===== config.mk =====
export PLATFORM = sky130hd
export DESIGN_NAME = spi_master
export DESIGN_NICKNAME = d
export VERILOG_FILES = /design/src/rtl/spi_pkg.sv /design/src/rtl/spi_clk_div.sv /design/src/rtl/spi_master.sv
export SDC_FILE = /design/constraint.sdc
export NUM_CORES = 1
export LEC_CHECK = 0
export ABC_AREA = 0
export CORE_MARGIN = 1
export CORE_UTILIZATION = 59
export CTS_CLUSTER_SIZE = 10
export DETAILED_ROUTE_END_ITERATION = 16
export GPL_TIMING_DRIVEN = 0
export PLACE_DENSITY = 0.83
export SLEW_MARGIN = 20
export SYNTH_ARGS = -nofsm -noshare
export SYNTH_HDL_FRONTEND = slang
export SYNTH_SLANG_ARGS = --single-unit

===== constraint.sdc =====
create_clock -name sclk -period 4.1 [get_ports sclk]
set_clock_uncertainty 0.1 [all_clocks]
set_input_delay 0.82 -clock sclk [delete_from_list [all_inputs] [get_ports sclk]]
set_output_delay 0.82 -clock sclk [all_outputs]
set_load 0.05 [all_outputs]

===== src/rtl/spi_pkg.sv =====
// Shared types and constants for the SPI initiator: controller state
// encoding, byte/bit-counter widths and the default timing values.
package spi_pkg;

    localparam int SPI_BYTE_W    = 8;
    localparam int SPI_BIT_CNT_W = 3;
    localparam int SPI_DIV_W     = 8;

    // Default timing, all in sclk cycles
    localparam int DEF_CLK_DIV  = 4;
    localparam int DEF_CS_SETUP = 2;
    localparam int DEF_CS_HOLD  = 2;
    localparam int DEF_CS_IDLE  = 2;

    typedef enum logic [2:0] {
        ST_IDLE,
        ST_SETUP,
        ST_SHIFT_HI,
        ST_SHIFT_LO,
        ST_NEXT,
        ST_HOLD,
        ST_GAP
    } spi_ctl_state_t;

    // Converts a cycle count into a terminal value for the phase counter
    function automatic logic [SPI_DIV_W-1:0] div_term(input int cycles);
        return SPI_DIV_W'(cycles);
    endfunction

endpackage


===== src/rtl/spi_clk_div.sv =====
// Phase counter shared by every timed state. A load starts a new phase of
// 'term' cycles; phase_done is high in the last cycle of that phase, so the
// controller acts on the edge exactly 'term' cycles after the load. The
// counter stops by itself when a phase ends without a reload.
module spi_clk_div
    import spi_pkg::*;
(
    input  logic                 sclk,
    input  logic                 rst_n,
    input  logic                 load,
    input  logic [SPI_DIV_W-1:0] term,
    input  logic                 clear,
    output logic                 phase_done
);

    logic [SPI_DIV_W-1:0] cnt_reg;
    logic [SPI_DIV_W-1:0] term_reg;
    logic                 active_reg;

    assign phase_done = active_reg && (cnt_reg == term_reg);

    // Count cycles of the current phase; load wins over clear and expiry
    always_ff @(posedge sclk or negedge rst_n) begin
        if (!rst_n) begin
            cnt_reg    <= '0;
            term_reg   <= '0;
            active_reg <= 1'b0;
        end else if (load) begin
            cnt_reg    <= SPI_DIV_W'(1);
            term_reg   <= term;
            active_reg <= 1'b1;
        end else if (clear || phase_done) begin
            cnt_reg    <= '0;
            active_reg <= 1'b0;
        end else if (active_reg) begin
            cnt_reg    <= cnt_reg + SPI_DIV_W'(1);
        end
    end

endmodule


===== src/rtl/spi_master.sv =====
// Byte-oriented SPI initiator, mode 0, MSB first. Bytes arrive on a
// valid/ready handshake; chip select stays low across a burst until a byte
// marked tx_last has been shifted out. Received bytes are presented with a
// one-cycle rx_valid pulse on the same edge as the final spi_clk fall.
module spi_master
    import spi_pkg::*;
#(
    parameter int CLK_DIV  = DEF_CLK_DIV,
    parameter int CS_SETUP = DEF_CS_SETUP,
    parameter int CS_HOLD  = DEF_CS_HOLD,
    parameter int CS_IDLE  = DEF_CS_IDLE
) (
    input  logic                  sclk,
    input  logic                  rst_n,
    input  logic                  tx_valid,
    output logic                  tx_ready,
    input  logic [SPI_BYTE_W-1:0] tx_data,
    input  logic                  tx_last,
    output logic                  rx_valid,
    output logic [SPI_BYTE_W-1:0] rx_data,
    output logic                  busy,
    output logic                  spi_clk,
    output logic                  spi_cs_n,
    output logic                  spi_mosi,
    input  logic                  spi_miso
);

    localparam logic [SPI_DIV_W-1:0] HALF_TERM  = div_term(CLK_DIV);
    localparam logic [SPI_DIV_W-1:0] SETUP_TERM = div_term(CS_SETUP);
    localparam logic [SPI_DIV_W-1:0] HOLD_TERM  = div_term(CS_HOLD);
    localparam logic [SPI_DIV_W-1:0] IDLE_TERM  = div_term(CS_IDLE);
    // After a burst handshake the first rising edge follows on the next cycle
    localparam logic [SPI_DIV_W-1:0] RESUME_TERM = div_term(1);

    spi_ctl_state_t            state_reg;
    logic [SPI_BYTE_W-2:0]     tx_rem_reg;   // bits still to be driven after the current one
    logic [SPI_BYTE_W-1:0]     rx_sr_reg;
    logic [SPI_BIT_CNT_W-1:0]  bit_cnt_reg;  // wraps to 0 after the 8th sample
    logic                      last_reg;
    logic                      spi_clk_reg;
    logic                      spi_cs_n_reg;
    logic                      spi_mosi_reg;
    logic                      rx_valid_reg;
    logic [SPI_BYTE_W-1:0]     rx_data_reg;

    logic                      handshake;
    logic                      byte_done;
    logic                      phase_done;
    logic                      div_load;
    logic                      div_clear;
    logic [SPI_DIV_W-1:0]      div_term_sel;

    assign tx_ready  = (state_reg == ST_IDLE) || (state_reg == ST_NEXT);
    assign busy      = (state_reg != ST_IDLE);
    assign handshake = tx_valid && tx_ready;
    // Every SHIFT_HI follows at least one sample, so a zero count there means eight
    assign byte_done = (bit_cnt_reg == '0);

    assign spi_clk  = spi_clk_reg;
    assign spi_cs_n = spi_cs_n_reg;
    assign spi_mosi = spi_mosi_reg;
    assign rx_valid = rx_valid_reg;
    assign rx_data  = rx_data_reg;

    spi_clk_div u_clk_div (
        .sclk       (sclk),
        .rst_n      (rst_n),
        .load       (div_load),
        .term       (div_term_sel),
        .clear      (div_clear),
        .phase_done (phase_done)
    );

    // Select the length of the phase that starts on this edge, if any
    always_comb begin
        div_load     = 1'b0;
        div_clear    = 1'b0;
        div_term_sel = HALF_TERM;
        case (state_reg)
            ST_IDLE: begin
                if (handshake) begin
                    div_load     = 1'b1;
                    div_term_sel = SETUP_TERM;
                end
            end
            ST_SETUP, ST_SHIFT_LO: begin
                if (phase_done) begin
                    div_load = 1'b1;
                end
            end
            ST_SHIFT_HI: begin
                if (phase_done) begin
                    if (!byte_done) begin
                        div_load = 1'b1;
                    end else if (last_reg) begin
                        div_load     = 1'b1;
                        div_term_sel = HOLD_TERM;
                    end else begin
                        div_clear = 1'b1;
                    end
                end
            end
            ST_NEXT: begin
                if (handshake) begin
                    div_load     = 1'b1;
                    div_term_sel = RESUME_TERM;
                end
            end
            ST_HOLD: begin
                if (phase_done) begin
                    div_load     = 1'b1;
                    div_term_sel = IDLE_TERM;
                end
            end
            ST_GAP: begin
                if (phase_done) begin
                    div_clear = 1'b1;
                end
            end
            default: begin
                div_clear = 1'b1;
            end
        endcase
    end

    // Transfer sequencer: pins, shift registers and received-byte output
    always_ff @(posedge sclk or negedge rst_n) begin
        if (!rst_n) begin
            state_reg    <= ST_IDLE;
            tx_rem_reg   <= '0;
            rx_sr_reg    <= '0;
            bit_cnt_reg  <= '0;
            last_reg     <= 1'b0;
            spi_clk_reg  <= 1'b0;
            spi_cs_n_reg <= 1'b1;
            spi_mosi_reg <= 1'b0;
            rx_valid_reg <= 1'b0;
            rx_data_reg  <= '0;
        end else begin
            rx_valid_reg <= 1'b0;
            case (state_reg)
                ST_IDLE: begin
                    if (handshake) begin
                        tx_rem_reg   <= tx_data[SPI_BYTE_W-2:0];
                        last_reg     <= tx_last;
                        bit_cnt_reg  <= '0;
                        spi_cs_n_reg <= 1'b0;
                        spi_mosi_reg <= tx_data[SPI_BYTE_W-1];
                        state_reg    <= ST_SETUP;
                    end
                end
                ST_SETUP: begin
                    if (phase_done) begin
                        spi_clk_reg <= 1'b1;
                        rx_sr_reg   <= {rx_sr_reg[SPI_BYTE_W-2:0], spi_miso};
                        bit_cnt_reg <= bit_cnt_reg + 1'b1;
                        state_reg   <= ST_SHIFT_HI;
                    end
                end
                ST_SHIFT_HI: begin
                    if (phase_done) begin
                        spi_clk_reg <= 1'b0;
                        if (!byte_done) begin
                            // Next bit goes out on the falling edge, never on a rise
                            spi_mosi_reg <= tx_rem_reg[SPI_BYTE_W-2];
                            tx_rem_reg   <= {tx_rem_reg[SPI_BYTE_W-3:0], 1'b0};
                            state_reg    <= ST_SHIFT_LO;
                        end else begin
                            rx_data_reg  <= rx_sr_reg;
                            rx_valid_reg <= 1'b1;
                            state_reg    <= last_reg ? ST_HOLD : ST_NEXT;
                        end
                    end
                end
                ST_SHIFT_LO: begin
                    if (phase_done) begin
                        spi_clk_reg <= 1'b1;
                        rx_sr_reg   <= {rx_sr_reg[SPI_BYTE_W-2:0], spi_miso};
                        bit_cnt_reg <= bit_cnt_reg + 1'b1;
                        state_reg   <= ST_SHIFT_HI;
                    end
                end
                ST_NEXT: begin
                    // Chip select stays asserted; wait as long as needed for the next byte
                    if (handshake) begin
                        tx_rem_reg   <= tx_data[SPI_BYTE_W-2:0];
                        last_reg     <= tx_last;
                        bit_cnt_reg  <= '0;
                        spi_mosi_reg <= tx_data[SPI_BYTE_W-1];
                        state_reg    <= ST_SHIFT_LO;
                    end
                end
                ST_HOLD: begin
                    if (phase_done) begin
                        spi_cs_n_reg <= 1'b1;
                        spi_mosi_reg <= 1'b0;
                        state_reg    <= ST_GAP;
                    end
                end
                ST_GAP: begin
                    if (phase_done) begin
                        state_reg <= ST_IDLE;
                    end
                end
                default: begin
                    state_reg <= ST_IDLE;
                end
            endcase
        end
    end

endmodule

==> run summary, run 1 <==
Psw: 0.7523 mW
FFs w/ async S/R, synth: 100.0%
Vias: 1538
post-synthesis sequential area ratio: 52.51%
number of fill cells: 245
largest net degree at the start of global routing: 26
cell-internal power: 1.109 mW
vias in the first global route: 1655
DRC Markers: 0
Setup-failing EPs final: 0
Worst EP arrival: 2.48 ns
setup repair bufs after CTS: 0
CP max stage cell: clkdlybuf4s50_1
post-DP HPWL: 3020 microns
CTS tree: built
GRT Total Usage: 24.61%
total CTS buffers: 5
Post-Syn Area: 2195 sq um
achievable clock frequency: 0.2938 GHz
fin worst setup slack: 0.6966 ns
R2R Path End: rx_data[1]$_DFFE_PN0P_
Worst-Skew Late Latency: 0.31 ns
Distinct cells, synth: 43
Rel. slew slack: 64.61%
# diodes: 0
startpoint types: flop
fraction of layout cells with a size suffix above 1: 21.72%
Nets: 236
Sink Count: 46
Post-CTS Hold Fix Bufs: 0
Area Growth Syn to Fin: 19.61%
Die Span Y: 62.99 microns
Comb pwr share: 47.3%
YS warnings: 0
FF+latch area: 1152 sq um
Pre-Repair DR Iteration Count: 4
Routed WL per cell: 15.70 microns
clock root buffer: clkbuf_8
crit-path cells: clkbuf_1, nor2_1, buf_1, clkdlybuf4s50_1
Worst Setup End Kind: output port
Pins Over Slew Limit: 0
post-DR vias/cell: 5.760
initial antenna violation count: 0
flops & latches, synth: 46
Synth Area per Inst: 11.80 sq um
TNS Setup: 0 ns
Synth area leader: dfrtp_1
Hold WC Path Type: input pin to asynchronous set/reset pin
CTS max path bufs: 2
number of H-tree levels: 2
Syn Nets: 202
Least-Margin Pin Slew: 0.5308 ns
Reg2Reg Depth: 6
gr ovfl total: 0
core area: 3442 sq um
global-route wire length before repair: 7486 microns
site row count: 21
clock slew at reported path FFs: 0.09 ns
post_cts resized: 0
post-layout min period: 3.403 ns
dpl ws: 1.062 ns
Crit Path Max Fanout: 10
IO Port Bufs: 26
total wire length: 4191 microns
CP max stage delay: 0.89 ns
ranking of synthesized cells by area: dfrtp_1 (51%), mux2_2 (12%), mux2_4 (4.1%)
gate count of the mapped netlist: 186
RSZ-0062 raised after global routing: no
share of the synthesized area in the top cell type: 51.31%
Most used DFF post-synth: dfrtp_1
type of the worst setup path: flop to output port
area occupied by multi-input gates: 960.9 sq um
die width: 62.99 microns
Die ar.: 3968 sq um
Sw Share: 40.41%
status: finished clean
Routed Antenna Nets: 0
register share of total power: 37.7%
reg2reg start: u_clk_div.cnt_reg[6]$_DFFE_PN0P_
P_leak: 1.199 nW
reg2reg setup slack: 1.31 ns
EDFF count, synth: 0
final period utilization: 83.01%
worst vdd ir: 471.3 uV
Starting Density: 63.76%
Detailed Route Iter0 Violations: 91
maxcap violations: 0
final count of hold timing violations: 0
Worst Path Required: 3.18 ns
Ports: 27
clock share of power: 15.0%
Pwr Density: 709.1 nW/um^2
GP Congestion: 0.8450
==> per-layer routing <==
metal | up-vias | part of all wire (%) | wire length, microns | GRT usage (%)
met5 | - | 0 | 0 | 0
met4 | 0 | 1.5 | 63 | 8.140
met3 | 9 | 5.8 | 244 | 5.839
met2 | 56 | 50 | 2116 | 40.73
met1 | 751 | 42 | 1766 | 31.59
li1 | 722 | - | - | -
==> critical path, delay by kind of cell (launching register included) <==
family                 cells  cell delay [ns]
buffers and inverters      3             1.54
DFF                        1             0.43
and+or+nand+nor            1             0.20
==> cell usage in the layout (no fill, tap or decap), types with 4 or more instances in the layout <==
cell type        Yosys  routed
nand3_1              7       7
clkbuf_1             4       4
clkbuf_8             0       5
inv_1                5       5
nand2_1             15      15
xnor2_1              4       4
xor2_1               6       6
clkdlybuf4s50_1      0      25
mux2_4               6       6
o21ai_0              9       9
dfrtp_1             45      45
mux2_2              23      23
nor2_1              12      12
==> cell usage after synthesis (all sizes together) (2+ instances only) <==
master / instances
mux2i: 2
buf: 7
xor2: 6
nor2b: 2
clkbuf: 4
o21ai: 9
nand4: 3
o22ai: 3
nor2: 12
or3: 2
xnor2: 4
nand3: 7
dfrtp: 45
nand2b: 3
o21a: 2
inv: 5
or4b: 2
a22o: 3
ha: 3
nand2: 15
a221o: 2
mux2: 29
==> stage by stage <==
step	hold slack (ns)	instance area [sq um]	utilization, %	cells	power (mW)
floorplan	0.3621	2195	-	186	1.353
global placement	0.3831	2512	72.99	258	1.536
detailed placement	0.3955	2535	73.65	259	1.578
CTS	0.4040	2625	76.26	267	1.862
global route	0.4260	2625	76.26	267	1.977
finish	0.3836	2625	76.26	267	1.861
==> worst max-delay path by stage <==
stage	startpoint	to	slack, ns	cells past startpoint
final	state_reg[1]$_DFFE_PN0P_	tx_ready	0.70	4
after global routing	state_reg[1]$_DFFE_PN0P_	tx_ready	0.57	4
after CTS	state_reg[1]$_DFFE_PN0P_	tx_ready	0.72	4
after detailed placement	state_reg[1]$_DFFE_PN0P_	tx_ready	1.06	4
after global placement	rst_n	rx_data[5]$_DFFE_PN0P_	0.99	1
after floorplan	state_reg[1]$_DFFE_PN0P_	busy	1.26	4
==> power by group through the flow <==
stage                     logic [mW]  registers [mW]  clock network, mW
after floorplan                0.582           0.771                  0
after global placement         0.833           0.702                  0
after detailed placement       0.866           0.712                  0
after CTS                      0.877           0.703              0.282
after global routing           0.952           0.723              0.302
final                          0.881           0.702              0.279
==> final cells by class <==
class                   instances  area share (%)
flip-flops and latches         46           43.90
multi-input cells             124           36.61
repair buffers                 27           10.77
clock buffers                   5           2.622
plain buffers                  11           2.383
well taps                      46           2.193
clock inverters                 3          0.8103
inverters                       5          0.7150
==> logic make-up after synthesis <==
group | Yosys count | synth area share, %
mux | 31 | 16.82
xor+xnor | 10 | 3.991
compound gates | 27 | 8.381
flops | 46 | 52.51
simple gates | 53 | 12.88
fa+ha+maj | 3 | 1.711
buf+inv | 16 | 3.705
Power figures use the tool's default switching activity.
==> run 2, diff against run 1 <==
- CORE_UTILIZATION: 59 -> 49
- PLACE_DENSITY: 0.83 -> 0.73
- clock period: 4.1 -> 2.77 ns (I/O delays scaled with it)
==> run 2 against run 1 <==
Net effect:
- global-route usage fell by 4.0 points
- final area rose by 0.52%
- register-to-register slack got worse by 1.2 ns
- core utilization fell by 13 points
- clock power rose by 72%
- sequential share of layout area fell by 0.23 points
==> run summary, run 2 (synthesis results as in run 1) <==
Worst Path Required: 2.85 ns
Routed WL per cell: 15.73 microns
post-layout min period: 2.661 ns
IO Port Bufs: 26
site row count: 23
fin worst setup slack: 0.1088 ns
startpoint types: flop
clock root buffer: clkbuf_8
TNS Setup: 0 ns
total CTS buffers: 5
vias in the first global route: 1571
most frequent cells in the layout: dfrtp_1 (45), mux2_2 (23), clkdlybuf4s50_1 (23), nand2_1 (15), nor2_1 (11)
Pwr Density: 1065 nW/um^2
total wire length: 4248 microns
gr ovfl total: 0
global-route wire length before repair: 7051 microns
status: finished clean
Worst EP arrival: 2.74 ns
initial antenna violation count: 0
Die Span Y: 68.93 microns
CTS max path bufs: 2
GRT Total Usage: 20.62%
Tot Pwr: 2.811 mW
Rel. slew slack: 66.62%
dpl ws: -0.01754 ns
Pre-Repair DR Iteration Count: 4
core area: 4144 sq um
Nets: 235
CP max stage delay: 0.69 ns
achievable clock frequency: 0.3758 GHz
Routed Antenna Nets: 0
type of the worst setup path: flop to flop
Worst-Skew Late Latency: 0.29 ns
post-DR vias/cell: 5.748
Reg2Reg Depth: 5
GP Congestion: 0.8445
Pins Over Slew Limit: 0
CTS tree: built
Worst Setup End Kind: flop
reg2reg setup slack: 0.11 ns
crit-path cells: or4b_1, or4b_2, nor2_2, buf_4, mux2_2
P_leak: 1.207 nW
clock slew at reported path FFs: 0.08 ns
final count of hold timing violations: 0
Vias: 1552
number of H-tree levels: 2
final period utilization: 96.07%
# diodes: 0
maxcap violations: 0
die width: 68.93 microns
fraction of layout cells with a size suffix above 1: 22.73%
R2R Path End: rx_sr_reg[5]$_DFFE_PN0P_
Setup-failing EPs final: 0
largest net degree at the start of global routing: 32
Hold WC Path Type: input pin to asynchronous set/reset pin
CP max stage cell: or4b_2
Starting Density: 52.96%
Non-Filler Instances: 270
Placed Cells: 263
most common cell after layout, fill and taps aside: dfrtp_1
Sink Count: 46
Detailed Route Iter0 Violations: 116
post-DP HPWL: 3035 microns
worst vdd ir: 604.6 uV
Die ar.: 4751 sq um
Area Growth Syn to Fin: 20.24%
reg2reg start: u_clk_div.cnt_reg[6]$_DFFE_PN0P_
Ports: 27
DRC Markers: 0
Crit Path Max Fanout: 10
Least-Margin Pin Slew: 0.4991 ns
RSZ-0062 raised after global routing: no
run 2: area by class of cell:
type                    count  area (sq um)
plain buffers              10         63.81
clock buffers               7         76.32
clock inverters             1         30.03
fillers                   343          1505
inverters                   5         18.77
multi-input cells         124         963.4
flip-flops and latches     46          1152
well taps                  50         62.56
repair buffers             27         271.5
run 2: per-layer routing:
layer / GRT usage (%) / vias up / share of wire, % / wire length (microns)
met2: 35.32 / 37 / 49 / 2093
met5: 0 / - / 0 / 0
li1: - / 725 / - / -
met4: 7.653 / 0 / 1.3 / 56
met3: 4.441 / 7 / 4.6 / 195
met1: 25.34 / 783 / 45 / 1903
run 2: timing repair:
item | 4_1_cts | 5_1_grt
hold buffers | 0 | 0
resized for setup | 5 | 4
buffers inserted | 0 | 0
setup endpoints to repair | 12 | 14
pin swaps | 0 | 1
run 2: where the power goes:
part / internal, mW / switching (mW) / leakage [nW]
registers: 0.889 / 0.177 / 0.598
clock network: 0.270 / 0.209 / 0.0524
logic: 0.568 / 0.698 / 0.556
total: 1.73 / 1.08 / 1.21
run 2: how the worst max path moves through the flow:
stage                                     start                  endpoint  cells past startpoint
6_report       u_clk_div.cnt_reg[6]$_DFFE_PN0P_  rx_sr_reg[5]$_DFFE_PN0P_                      5
5_1_grt        u_clk_div.cnt_reg[6]$_DFFE_PN0P_  rx_sr_reg[1]$_DFFE_PN0P_                      5
4_1_cts        u_clk_div.cnt_reg[6]$_DFFE_PN0P_  rx_sr_reg[5]$_DFFE_PN0P_                      5
3_5_place_dp           state_reg[1]$_DFFE_PN0P_                  tx_ready                      4
3_3_place_gp                              rst_n    rx_data[4]$_DFFE_PN0P_                      1
2_1_floorplan          state_reg[1]$_DFFE_PN0P_                      busy                      4
run 2: worst max-delay path, delay by kind of cell, from the launching register on:
kind,cells,cell delay (ns)
multiplexers,1,0.35
buffers and inverters,1,0.22
AND/OR/NAND/NOR,3,1.46
flip-flops,1,0.42
run 2: metrics by stage:
| stage | area [sq um] | utilization (%) | hold WS, ns |
|---|---|---|---|
| floorplan | 2195 | - | 0.1584 |
| global placement | 2517 | 60.75 | 0.3808 |
| detailed placement | 2532 | 61.11 | 0.3888 |
| CTS | 2639 | 63.68 | 0.07702 |
| global route | 2639 | 63.68 | 0.07945 |
| finish | 2639 | 63.68 | 0.06716 |
==> run 3, diff against run 2 <==
- MAX_ROUTING_LAYER: default -> met4
==> run 3 against run 2 <==
Net effect:
- total power decreased by 2.5%
- sequential share of layout area increased by 0.10 points
- sequential power about the same
- highest routed layer unchanged
==> run summary, run 3 (synthesis results as in run 1) <==
fin worst setup slack: 0.1108 ns
IO Port Bufs: 26
final count of hold timing violations: 0
GRT Total Usage: 22.07%
core area: 4144 sq um
die width: 68.93 microns
most common cell after layout, fill and taps aside: dfrtp_1
post-DP HPWL: 3035 microns
clock root buffer: clkbuf_8
CP max stage delay: 0.57 ns
Worst-Skew Late Latency: 0.30 ns
startpoint types: flop
Least-Margin Pin Slew: 0.5219 ns
status: finished clean
RSZ-0062 raised after global routing: no
Vias: 1517
vias in the first global route: 1591
Psw: 1.105 mW
global-route wire length before repair: 7320 microns
number of fill cells: 344
Routed Antenna Nets: 0
Sw Share: 40.32%
Worst Setup End Kind: output port
Worst EP arrival: 2.01 ns
total wire length: 4192 microns
Rel. slew slack: 65.21%
dpl ws: -0.004241 ns
Post-CTS Hold Fix Bufs: 0
number of H-tree levels: 2
Starting Density: 52.96%
CP max stage cell: dlygate4sd2_1
fraction of layout cells with a size suffix above 1: 22.73%
final design utilization: 63.53%
Worst Path Required: 2.12 ns
clock slew at reported path FFs: 0.09 ns
# diodes: 0
largest net degree at the start of global routing: 26
crit-path cells: clkbuf_1, nor2_1, buf_2, dlygate4sd2_1
achievable clock frequency: 0.3761 GHz
initial antenna violation count: 0
Ports: 27
DRC Markers: 0
most frequent cells in the layout: dfrtp_1 (45), mux2_2 (23), clkdlybuf4s50_1 (23), nand2_1 (15), nor2_1 (11)
cell-internal power: 1.636 mW
Die Span Y: 68.93 microns
worst vdd ir: 524.8 uV
Hold WC Path Type: input pin to asynchronous set/reset pin
clock share of power: 14.7%
Detailed Route Iter0 Violations: 56
CTS max path bufs: 2
setup repair bufs after CTS: 0
Pre-Repair DR Iteration Count: 4
Comb pwr share: 46.5%
Pins Over Slew Limit: 0
register share of total power: 38.8%
Crit Path Max Fanout: 10
TNS Setup: 0 ns
maxcap violations: 0
post-DR vias/cell: 5.619
total CTS buffers: 5
final period utilization: 96.00%
Setup-failing EPs final: 0
CTS tree: built
P_leak: 1.206 nW
Routed WL per cell: 15.53 microns
Sink Count: 46
Area Growth Syn to Fin: 19.95%
post-layout min period: 2.659 ns
Final Instance Area: 2633 sq um
site row count: 23
DP Area: 2540 sq um
Nets: 235
GP Congestion: 0.8801
gr ovfl total: 0
type of the worst setup path: flop to output port
Pwr Density: 1041 nW/um^2
Die ar.: 4751 sq um
-- run 3: area by class of cell --
class	instances	area (sq um)	share of cell area [%]
Clock buffer	5	68.82	2.614
Timing Repair Buffer	27	281.5	10.69
Tap cell	50	62.56	2.376
Inverter	5	18.77	0.7129
Multi-Input combinational cell	124	963.4	36.60
Sequential cell	46	1152	43.77
Buffer	10	63.81	2.424
Clock inverter	3	21.27	0.8080
-- run 3: metrics by stage --
stage / total power, mW / cells / hold slack, ns
floorplan: 2.002 / 186 / 0.1584
global placement: 2.284 / 262 / 0.3804
detailed placement: 2.347 / 263 / 0.3908
CTS: 2.755 / 271 / 0.1223
global route: 2.934 / 270 / 0.1387
finish: 2.741 / 270 / 0.1142
-- run 3: what timing repair did --
item,4_1_cts,5_1_grt
resized for setup,4,2
endpoints found under the setup margin,3,14
pin swaps,0,1
endpoints found under the hold margin,0,0
gates cloned,0,0
-- run 3: metal layers --
layer | global-route usage (%) | vias to the layer above | routed length, microns
met1 | 27.29 | 747 | 1924
li1 | - | 724 | -
met2 | 34.71 | 38 | 2032
met4 | 9.439 | 0 | 71
met5 | - | - | 0
met3 | 4.934 | 8 | 164
-- run 3: path summary, 6_finish.rpt --
path                            cells after the start                        startpoint                  endpoint  slack [ns]
worst max-delay path                                4          state_reg[1]$_DFFE_PN0P_                  tx_ready        0.11
worst min-delay path                                1                             rst_n      spi_mosi$_DFFE_PN0P_        0.11
worst max register to register                      5  u_clk_div.cnt_reg[6]$_DFFE_PN0P_  rx_sr_reg[0]$_DFFE_PN0P_        0.13
worst min register to register                      2              spi_cs_n$_DFFE_PN1P_      spi_cs_n$_DFFE_PN1P_        0.40
max in group asynchronous                           2                             rst_n      spi_cs_n$_DFFE_PN1P_        1.89
min in group sclk                                   2              spi_cs_n$_DFFE_PN1P_      spi_cs_n$_DFFE_PN1P_        0.40
-- run 3: worst max-delay path, delay by kind of cell (launching register included) --
family	cells	cell delay, ns
buf+inv	3	1.07
simple gates	1	0.20
flops	1	0.43
-- run 3: power groups by stage --
| stage | Clock (mW) | Combinational (mW) | Sequential, mW |
|---|---|---|---|
| CTS | 0.418 | 1.29 | 1.04 |
| global placement | 0 | 1.25 | 1.04 |
| finish | 0.403 | 1.27 | 1.06 |
| detailed placement | 0 | 1.29 | 1.05 |
| global route | 0.448 | 1.39 | 1.10 |
| floorplan | 0 | 0.861 | 1.14 |
